[config.mk]
export PLATFORM = sky130hd
export DESIGN_NAME = mips_bus_arbiter
export DESIGN_NICKNAME = d
export VERILOG_FILES = /design/src/rtl/mips_bus_arbiter.sv
export SDC_FILE = /design/constraint.sdc
export NUM_CORES = 1
export LEC_CHECK = 0
export BUFFER_PORTS_ARGS = -buffer_cell sky130_fd_sc_hd__buf_2
export CORE_AREA = 5 5 119 121
export DETAILED_ROUTE_END_ITERATION = 10
export DIE_AREA = 0 0 124 126
export PLACE_DENSITY_LB_ADDON = 0.15
export SYNTH_ARGS = -nofsm -noshare
export SYNTH_HDL_FRONTEND = slang
export SYNTH_SLANG_ARGS = --single-unit
[constraint.sdc]
create_clock -name clk -period 2.26 [get_ports clk]
set_input_delay 0.678 -clock clk [delete_from_list [all_inputs] [get_ports clk]]
set_output_delay 0.678 -clock clk [all_outputs]
set_load 0.01 [all_outputs]
[src/rtl/mips_bus_arbiter.sv]
// Two-master / one-slave wait-request bus arbiter with stall timeout abort.
// Define ARB_ROUND_ROBIN_EN for round-robin tie-break (default: master 0 wins).
module mips_bus_arbiter #(
    parameter int MAX_WAIT = 64
) (
    input  logic        clk,
    input  logic        reset,
    input  logic [31:0] m0_address,
    input  logic        m0_read,
    input  logic        m0_write,
    input  logic [31:0] m0_writedata,
    input  logic [3:0]  m0_byteenable,
    output logic        m0_waitrequest,
    output logic [31:0] m0_readdata,
    input  logic [31:0] m1_address,
    input  logic        m1_read,
    input  logic        m1_write,
    input  logic [31:0] m1_writedata,
    input  logic [3:0]  m1_byteenable,
    output logic        m1_waitrequest,
    output logic [31:0] m1_readdata,
    output logic [31:0] s_address,
    output logic [31:0] s_writedata,
    output logic [3:0]  s_byteenable,
    output logic        s_read,
    output logic        s_write,
    input  logic        s_waitrequest,
    input  logic [31:0] s_readdata,
    output logic [1:0]  grant,
    output logic        bus_error
);

    localparam int CW = $clog2(MAX_WAIT + 1);
    localparam logic [CW-1:0] CNT_MAX = CW'(MAX_WAIT);

    typedef enum logic [1:0] {
        IDLE,
        GRANT0,
        GRANT1
    } state_t;

    state_t        state, state_nx;
    logic [CW-1:0] cnt, cnt_nx;
    logic          last_grant, last_nx;
    logic          err_nx;
    logic          req0, req1;
    logic          sel, req_sel;
    logic          abort;
    logic          pick1;

    assign req0    = m0_read | m0_write;
    assign req1    = m1_read | m1_write;
    assign sel     = (state == GRANT1);
    assign req_sel = sel ? req1 : req0;
    assign abort   = (state != IDLE) && (cnt == CNT_MAX);

    always_ff @(posedge clk or negedge reset) begin
        if (!reset) begin
            state      <= IDLE;
            cnt        <= '0;
            last_grant <= 1'b1;
            bus_error  <= 1'b0;
        end else begin
            state      <= state_nx;
            cnt        <= cnt_nx;
            last_grant <= last_nx;
            bus_error  <= err_nx;
        end
    end

    always_comb begin
        state_nx       = state;
        cnt_nx         = cnt;
        last_nx        = last_grant;
        err_nx         = bus_error;
        pick1          = 1'b0;
        s_address      = '0;
        s_writedata    = '0;
        s_byteenable   = '0;
        s_read         = 1'b0;
        s_write        = 1'b0;
        m0_waitrequest = 1'b1;
        m1_waitrequest = 1'b1;
        m0_readdata    = '0;
        m1_readdata    = '0;
        grant          = 2'b00;
        unique case (state)
            IDLE: begin
                if (req0 || req1) begin
`ifdef ARB_ROUND_ROBIN_EN
                    pick1 = req1 && (!req0 || !last_grant);
`else
                    pick1 = !req0;
`endif
                    state_nx = pick1 ? GRANT1 : GRANT0;
                    last_nx  = pick1;
                    cnt_nx   = '0;
                end
            end
            GRANT0, GRANT1: begin
                grant        = sel ? 2'b10 : 2'b01;
                s_address    = sel ? m1_address : m0_address;
                s_writedata  = sel ? m1_writedata : m0_writedata;
                s_byteenable = sel ? m1_byteenable : m0_byteenable;
                s_read       = !abort && (sel ? m1_read : m0_read);
                s_write      = !abort && (sel ? m1_write : m0_write);
                // Abort releases the master with zero data.
                if (sel) begin
                    m1_waitrequest = s_waitrequest && !abort;
                    m1_readdata    = abort ? '0 : s_readdata;
                end else begin
                    m0_waitrequest = s_waitrequest && !abort;
                    m0_readdata    = abort ? '0 : s_readdata;
                end
                if (abort) begin
                    err_nx   = 1'b1;
                    state_nx = IDLE;
                end else if (!req_sel || !s_waitrequest) begin
                    state_nx = IDLE;
                end else if (cnt != CNT_MAX) begin
                    cnt_nx = cnt + CW'(1);
                end
            end
            default: state_nx = IDLE;
        endcase
    end

endmodule

# Word-level counts from Yosys, hierarchy flattened
# Index checks and enable logic that the tools add are counted.
# totals
ff_bits	10
input_bits	175
word_cells	63
# classes
n_addsub	1
n_eq_ne	9
muxes	32
bitwise	2
reduce_logical	16
# ops
op	count
2-to-1 mux 32 bit	9
2-to-1 mux 7 bit	4
one-hot mux 7 bit (2 select lines)	1
2-to-1 mux 2 bit	6
2-to-1 mux 1 bit	9
2-to-1 mux 4 bit	2
inequality test 2 bit, second input constant	4
adder 7 x 1 -> 7 bit, second input constant	1
equality test 7 bit, second input constant	1
inequality test 7 bit, second input constant	1
AND reduction 5 bit	1
logical AND 1 bit	4
one-hot mux 2 bit (2 select lines)	1
AND reduction 2 bit	2
nonzero test 2 bit	2
zero test 1 bit	3
inequality test 3 bit, second input constant	1
equality test 2 x 1 -> 1 bit, second input constant	1
equality test 2 bit, second input constant	1
zero test 2 bit	1
logical OR 1 bit	2
OR 1 bit	2
OR reduction 2 bit	1

# Longest topological paths before layout
# Gate-level depths: netlist of the first run.
# depth
word_depth	7
ltp_mapped	7
depth_no_buf	6

# Worst setup path after synthesis of the first run
# No wires, ideal clock.
# synth_path
path_kind	reg-to-output
from	register state[0]
to	output port m1_readdata[22]
arrival_time_ps	1558
t_required_ps	1582
setup_slack_ps	24
path_stages_with_launch	8
path_buffers	1
cell_sequence	dfrtp_1 inv_1 ha_1 inv_2 a41o_2 nor2_4 buf_6 and2_1
# synth_via
elab_chain_cells	5
elab_cells_between_ends	8
cone_classes	eq/ne: 2; mux: 3; reduce/logical: 3
# synth_lines
element	line	text
start: declaration	42	state_t state, state_nx;
start signal: assignment	64	state <= state_nx;
nonzero test 2 bit	55	assign abort = (state != IDLE) && (cnt == CNT_MAX);
logical AND 1 bit	55	
2-to-1 mux 32 bit	110	m1_readdata = abort ? '0 : s_readdata;
2-to-1 mux 32 bit	108	if (sel) begin
2-to-1 mux 32 bit (*)	87	unique case (state)
end: declaration	21	output logic [31:0] m1_readdata,
# Mark *: on every way between the ends. The rest lies on a longest branch, timed or not.

# Final worst setup path of the first run
# layout_path
from	register cnt[3]
to	output port m1_readdata[4]
# layout_via
elab_chain_cells	5
# layout_lines
element	line	text
start: declaration	43	logic [CW-1:0] cnt, cnt_nx;
start signal: assignment	65	cnt <= cnt_nx;
equality test 7 bit	55	
logical AND 1 bit	55	
2-to-1 mux 32 bit	110	
2-to-1 mux 32 bit	108	
2-to-1 mux 32 bit	87	
# No other way between the ends.

==> results of run 1 <==
==> per-stage QoR <==
step	hold WS [ns]	power, mW
2_1_floorplan	0.382	2.75
3_3_place_gp	0.442	4.57
3_5_place_dp	0.448	4.59
4_1_cts	0.317	5.47
5_1_grt	0.331	6.26
6_report	0.309	5.85
==> sequential cells by signal, summed over array words and instances, names as in the netlist <==
name       count
bus_error      1
state          2
cnt            7
==> kinds of logic after synthesis <==
| family | Yosys count |
|---|---|
| multiplexers | 70 |
| adder cells (fa/ha/maj) | 5 |
| flip-flops | 10 |
| XOR/XNOR | 2 |
| AO/OA/AOI/OAI | 27 |
| buffers and inverters | 32 |
| AND/OR/NAND/NOR | 161 |
==> area by class of cell <==
cell class / instances / area share [%]
Timing Repair Buffer: 349 / 46.4
Inverter: 10 / 0.827
Clock buffer: 3 / 1.55
Multi-Input combinational cell: 268 / 41.5
Antenna cell: 1 / 0.0517
Tap cell: 176 / 4.55
Sequential cell: 10 / 5.17
==> synthesized netlist by cell type, drive strengths merged <==
library cell and n:
a21oi 3, nor2 76, nand3b 1, a31o 1, a211oi 3, a21o 3, nand3 4, o2bb2a 1
or3 1, ha 5, clkbuf 8, or4 2, a41o 1, buf 14, nor4 1, mux2i 70
o211ai 6, o21ai 4, o21bai 2, nand4 1, and3 2, o311ai 1, nand2 7, nand4b 1
dfrtp 10, a31oi 2, and2 65, inv 10, xnor2 2
==> worst min path at each step <==
| stage | to | slack [ns] | from | cells past startpoint |
|---|---|---|---|---|
| final | state[1]$_DFFE_PN0P_ | 0.31 | reset | 1 |
| after global routing | cnt[2]$_DFFE_PN0P_ | 0.33 | reset | 1 |
| after CTS | cnt[6]$_DFFE_PN0P_ | 0.32 | reset | 1 |
| after detailed placement | bus_error$_DFFE_PN0P_ | 0.45 | bus_error$_DFFE_PN0P_ | 1 |
| after global placement | bus_error$_DFFE_PN0P_ | 0.44 | bus_error$_DFFE_PN0P_ | 1 |
| after floorplan | bus_error$_DFFE_PN0P_ | 0.38 | reset | 0 |
==> layer usage <==
layer	global-route usage [%]	vias up	wire [um]
li1	-	1701	-
met1	15.4	1549	4450
met2	29.1	185	6970
met3	3.81	10	1360
met4	2.38	0	166
met5	0	-	0
==> power by group <==
group          switching (mW)  leakage [nW]  internal (mW)
Clock                  0.0820        0.0370          0.230
Sequential             0.0228         0.135          0.217
Combinational            2.70          2.42           2.59
==> what timing repair did <==
item / 4_1_cts / 5_1_grt
hold buffers: 0 / 0
gates resized for setup: 48 / 51
endpoints found under the setup margin: 130 / 136
cloned: 2 / 1
setup buffers: 3 / 7
pin swaps: 42 / 32
hold endpoints to repair: 0 / 0
==> flow_summary.toml, run 1 <==
[timing]
period_minus_slack_ns = 2.54
grt_setup_unrepaired = "yes"
hold_viol_final = 0
setup_slack_ns = -0.282
skew_ns = 0.00231
slew_violations = 0
fin_crit_sh_pct = 112
setup_violations = 129
fmax_mhz = 393
setup_tns_ns = -22.05
tightest_slew_ns = 0.477
slew_headroom_pct = 68.0

[global_route]
antenna_found_initial = 0
grt_first_pass_wirelength_mm = 18.3
grt_pass1_vias = 3441
grt_max_degree = 35
grtUsageTotal_pct = 14.7
grt_overflow_total = 0

[placement]
port_buffers = 313
place.gp.congestion = 0.852
placed_area_um2 = 4190
hpwl_mm = 10.6
dp.cells = 802
dp_slack_ns = -0.266

[outcome]
violations = "setup timing"
status = "complete, but fails checks"

[clock_network]
clk-insertion-delay-late_ns = 0.23
numClockSinks = 10
cts_tree = "yes"
cts_max_level = 1
cts_buffers = 3
cts_buffer_depth = 2
clock-root-buffer = "clkbuf_16"
cts.clk_slew.worst_paths_ns = 0.04

[finish]
final_common_cell = "buf_2"
final_util_pct = 37.3
drive_gt1_share_pct = 65.0
synthToLayoutAreaGrowth_pct = 113
multi_input_comb_area_um2 = 2010
regArea_um2 = 250
fill_cells = 1398
stdcell_count = 817
final_cell_mix = "buf_2, mux2i_1, nor2_1, buf_6, and2_4"
fin_nets = 822
design_area_um2 = 4840

[min_path]
hold_class = "in -> async"

[routing]
drt_first_pass_iters = 4
drc = 0
vias_per_cell = 4.22
post_drt_wl_per_cell_um = 15.8
vias = 3445
postRouteAntennaNets = 0
drtIter0Drc = 75
routed_wl_mm = 12.9

[critical_path]
crit_path_top_delay_cell = "dfrtp_1"
path_delay_family = "simple AND/OR/NAND/NOR gates"
rr_worst_depth = 7
cp_cell_sequence = "nor4_4 -> a41o_4 -> nor2_4 -> buf_12 -> and2_1 -> buf_2"
startpoint = "cnt[3]$_DFFE_PN0P_"
path_class = "reg -> out"
critical_path_required_ns = 1.58
cp-end-kind = "output port"
reg2reg_from = "state[1]$_DFFE_PN0P_"
critPathMaxFanout = 16
crit_buf_inv = 2
r2r_slack_ns = 0.25
startpoint_type = "flop"
crit_cells = 6
arrival_ns = 1.86
critical-path-max-stage-delay_ns = 0.40
r2r-end = "cnt[1]$_DFFE_PN0P_"
crit_end = "m1_readdata[4]"

[logic_synthesis]
synth-xor-area-share_pct = 0.771
synth_compound_area_share_pct = 8.42
synth.avg_cell_area_um2 = 7.41
ys_top_cells_by_area = "mux2i_1, nor2_1, and2_1, dfrtp_1, and2_4"
syn-cell-area_um2 = 2270
synth_top_family_by_area = "simple AND/OR/NAND/NOR gates"
ys_ff_latch = 10
synth.area.mux_share_pct = 30.8
yosysTopAreaCell = "mux2i_1"
syn-num-nets = 487
ys_seq_area_share_pct = 11.0
yosysWarnings = 0
synth-simple-area-share_pct = 38.4
synth_top_area_share_pct = 30.8
synthAdderAreaFrac_pct = 2.75
synth_cells = 307
synth.distinct_cells = 36

[power]
leakagePower_nw = 2.60
pwr_density_cell_nw_per_um2 = 1210
max-vdd-ir-drop_uv = 385

[die]
core_area_um2 = 13000
die_w_um = 124
fp-row-count = 42
die_height_um = 126
start_util_pct = 17.5
dieArea_um2 = 15600
io_pins = 314

[job]
drv_cap = 0
(Power assumes the default switching activity.)
==> inputs of run 2 (changes only) <==
- BUFFER_PORTS_ARGS: -buffer_cell sky130_fd_sc_hd__buf_2 -> default
- CORE_AREA: 5 5 119 121 -> 5 5 120 122
- DIE_AREA: 0 0 124 126 -> 0 0 125 127
- DONT_BUFFER_PORTS: default -> 1
- RECOVER_POWER: default -> 100
==> run 2 against run 1 <==
  * Die area up 1.6%
  * Register-to-register slack worse by 0.13 ns
  * Sequential share of layout area up 1.4 points
  * Total power down 2.8%
  * Critical endpoint is now m1_readdata[27]
  * Via count down 29%
  * Critical path depth up 1
  * Clock skew up 0.00093 ns
  * Clock-buffer cell count up 1
  * Critical path type unchanged
  * Largest power group unchanged
  * Worst hold slack worse by 0.18 ns
  * The run still ends with setup timing left
==> flow_summary.toml, run 2 (synthesis gave the netlist of run 1 again) <==
[timing]
grt_setup_unrepaired = "yes"
setup_tns_ns = -15.37
fmax_mhz = 406
setup_violations = 135
period_minus_slack_ns = 2.46
slew_headroom_pct = 66.5
slew_violations = 0
tightest_slew_ns = 0.499
skew_ns = 0.00324
fin_crit_sh_pct = 109
hold_viol_final = 0
setup_slack_ns = -0.201

[global_route]
grt_first_pass_wirelength_mm = 14.9
grtUsageTotal_pct = 11.8
grt_max_degree = 44
grt_pass1_vias = 2368
antenna_found_initial = 0
grt_overflow_total = 0

[finish]
drive_gt1_share_pct = 68.6
reg.largest.list = "cnt: 7 flops, state: 2 flops, bus_error: 1 flops"
max_flop_register = "cnt"
n_antenna_cell = 0
synthToLayoutAreaGrowth_pct = 66.8
final_common_cell = "and2_4"
final_cell_mix = "and2_4, nor2_2, mux2i_2, buf_4, mux2i_1"
largest_reg_flops = 7
fin_nets = 525
stdcell_count = 520
fill_cells = 1364

[power]
pwr-share-comb_pct = 89.3
clkPwrFrac_pct = 6.4
seqPwrFrac_pct = 4.2
switching_share_pct = 50.8
totalPowerFinal_mw = 5.68
max-vdd-ir-drop_uv = 632
switching_power_mw = 2.89
pwr_density_cell_nw_per_um2 = 1500
p_int_mw = 2.80
leakagePower_nw = 1.42

[outcome]
status = "complete, but fails checks"
violations = "setup timing"

[critical_path]
cp-end-kind = "output port"
critical_path_required_ns = 1.58
path_class = "reg -> out"
critPathMaxFanout = 8
arrival_ns = 1.78
rr_worst_depth = 8
startpoint_type = "flop"

[clock_network]
clock-root-buffer = "clkbuf_16"
clk-insertion-delay-late_ns = 0.24
cts_buffers = 3
cts_tree = "yes"
hold_buffers = 0
cts_max_level = 1
numClockSinks = 10
cts_buffer_depth = 2
cts.clk_slew.worst_paths_ns = 0.05

[min_path]
hold_class = "in -> async"

[routing]
drtIter0Drc = 61
drt_first_pass_iters = 4
post_drt_wl_per_cell_um = 22.8
postRouteAntennaNets = 0
vias_per_cell = 4.74
vias = 2463
drc = 0
routed_wl_mm = 11.8

[die]
die_height_um = 127
fp-row-count = 42
core_area_um2 = 13100
dieArea_um2 = 15900
die_w_um = 125
start_util_pct = 17.4
io_pins = 314

[placement]
dp_slack_ns = -0.179
place.gp.congestion = 0.773
hpwl_mm = 8.54
port_buffers = 0
dp.cells = 486

[job]
drv_cap = 0
run 2: final timing paths:
check                                      startpoint               endpoint  slack (ns)
worst min register to register  bus_error$_DFFE_PN0P_  bus_error$_DFFE_PN0P_        0.52
max in group asynchronous                       reset   state[0]$_DFFE_PN0P_        2.06
worst max register to register   state[0]$_DFFE_PN0P_     cnt[1]$_DFFE_PN0P_        0.12
worst min-delay path                            reset     cnt[3]$_DFFE_PN0P_        0.13
min in group clk                bus_error$_DFFE_PN0P_  bus_error$_DFFE_PN0P_        0.52
worst max-delay path             state[0]$_DFFE_PN0P_        m1_readdata[27]       -0.20
run 2: cell type report:
cell class                 instances  area (um^2)  area share (%)
inverter                          10         37.5           0.990
sequential                        10          250            6.60
clock buffer                       4         88.8            2.34
tap                              176          220            5.81
timing repair buffer              53          687            18.1
multi-input combinational        267         2510            66.1
run 2: power by group through the flow:
stage	combinational (mW)	clock [mW]	sequential, mW
2_1_floorplan	2.50	0	0.249
4_1_cts	4.04	0.371	0.239
3_5_place_dp	3.25	0	0.240
6_report	5.08	0.366	0.241
5_1_grt	5.37	0.384	0.246
3_3_place_gp	3.24	0	0.240
run 2: metrics by stage:
stage | instance area [um^2] | hold WS [ns] | util [%]
final | 3790 | 0.129 | 29.0
after global routing | 3790 | 0.123 | 29.0
after CTS | 3060 | 0.128 | 23.4
after detailed placement | 2580 | 0.383 | 19.7
after global placement | 2580 | 0.383 | 19.7
after floorplan | 2270 | 0.382 | -
run 2: critical path: stages (launching register included):
cell and delay, ns:
dfrtp_1 0.35, inv_2 0.07, ha_4 0.27, inv_2 0.05, a41o_4 0.30, nor2_4 0.18
clkbuf_16 0.18, and2_4 0.15
run 2: repair_timing:
item / in CTS / in global routing
gates cloned: 3 / 8
setup buffers: 7 / 12
resized for setup: 73 / 123
pin swaps: 8 / 23
endpoints found under the setup margin: 136 / 136
run 2: routing by layer:
layer  track usage [%]  part of all wire [%]
met1              13.4                    35
met2              22.7                    53
met3              2.80                   9.3
met5                 0                     0
met4              2.10                   2.1
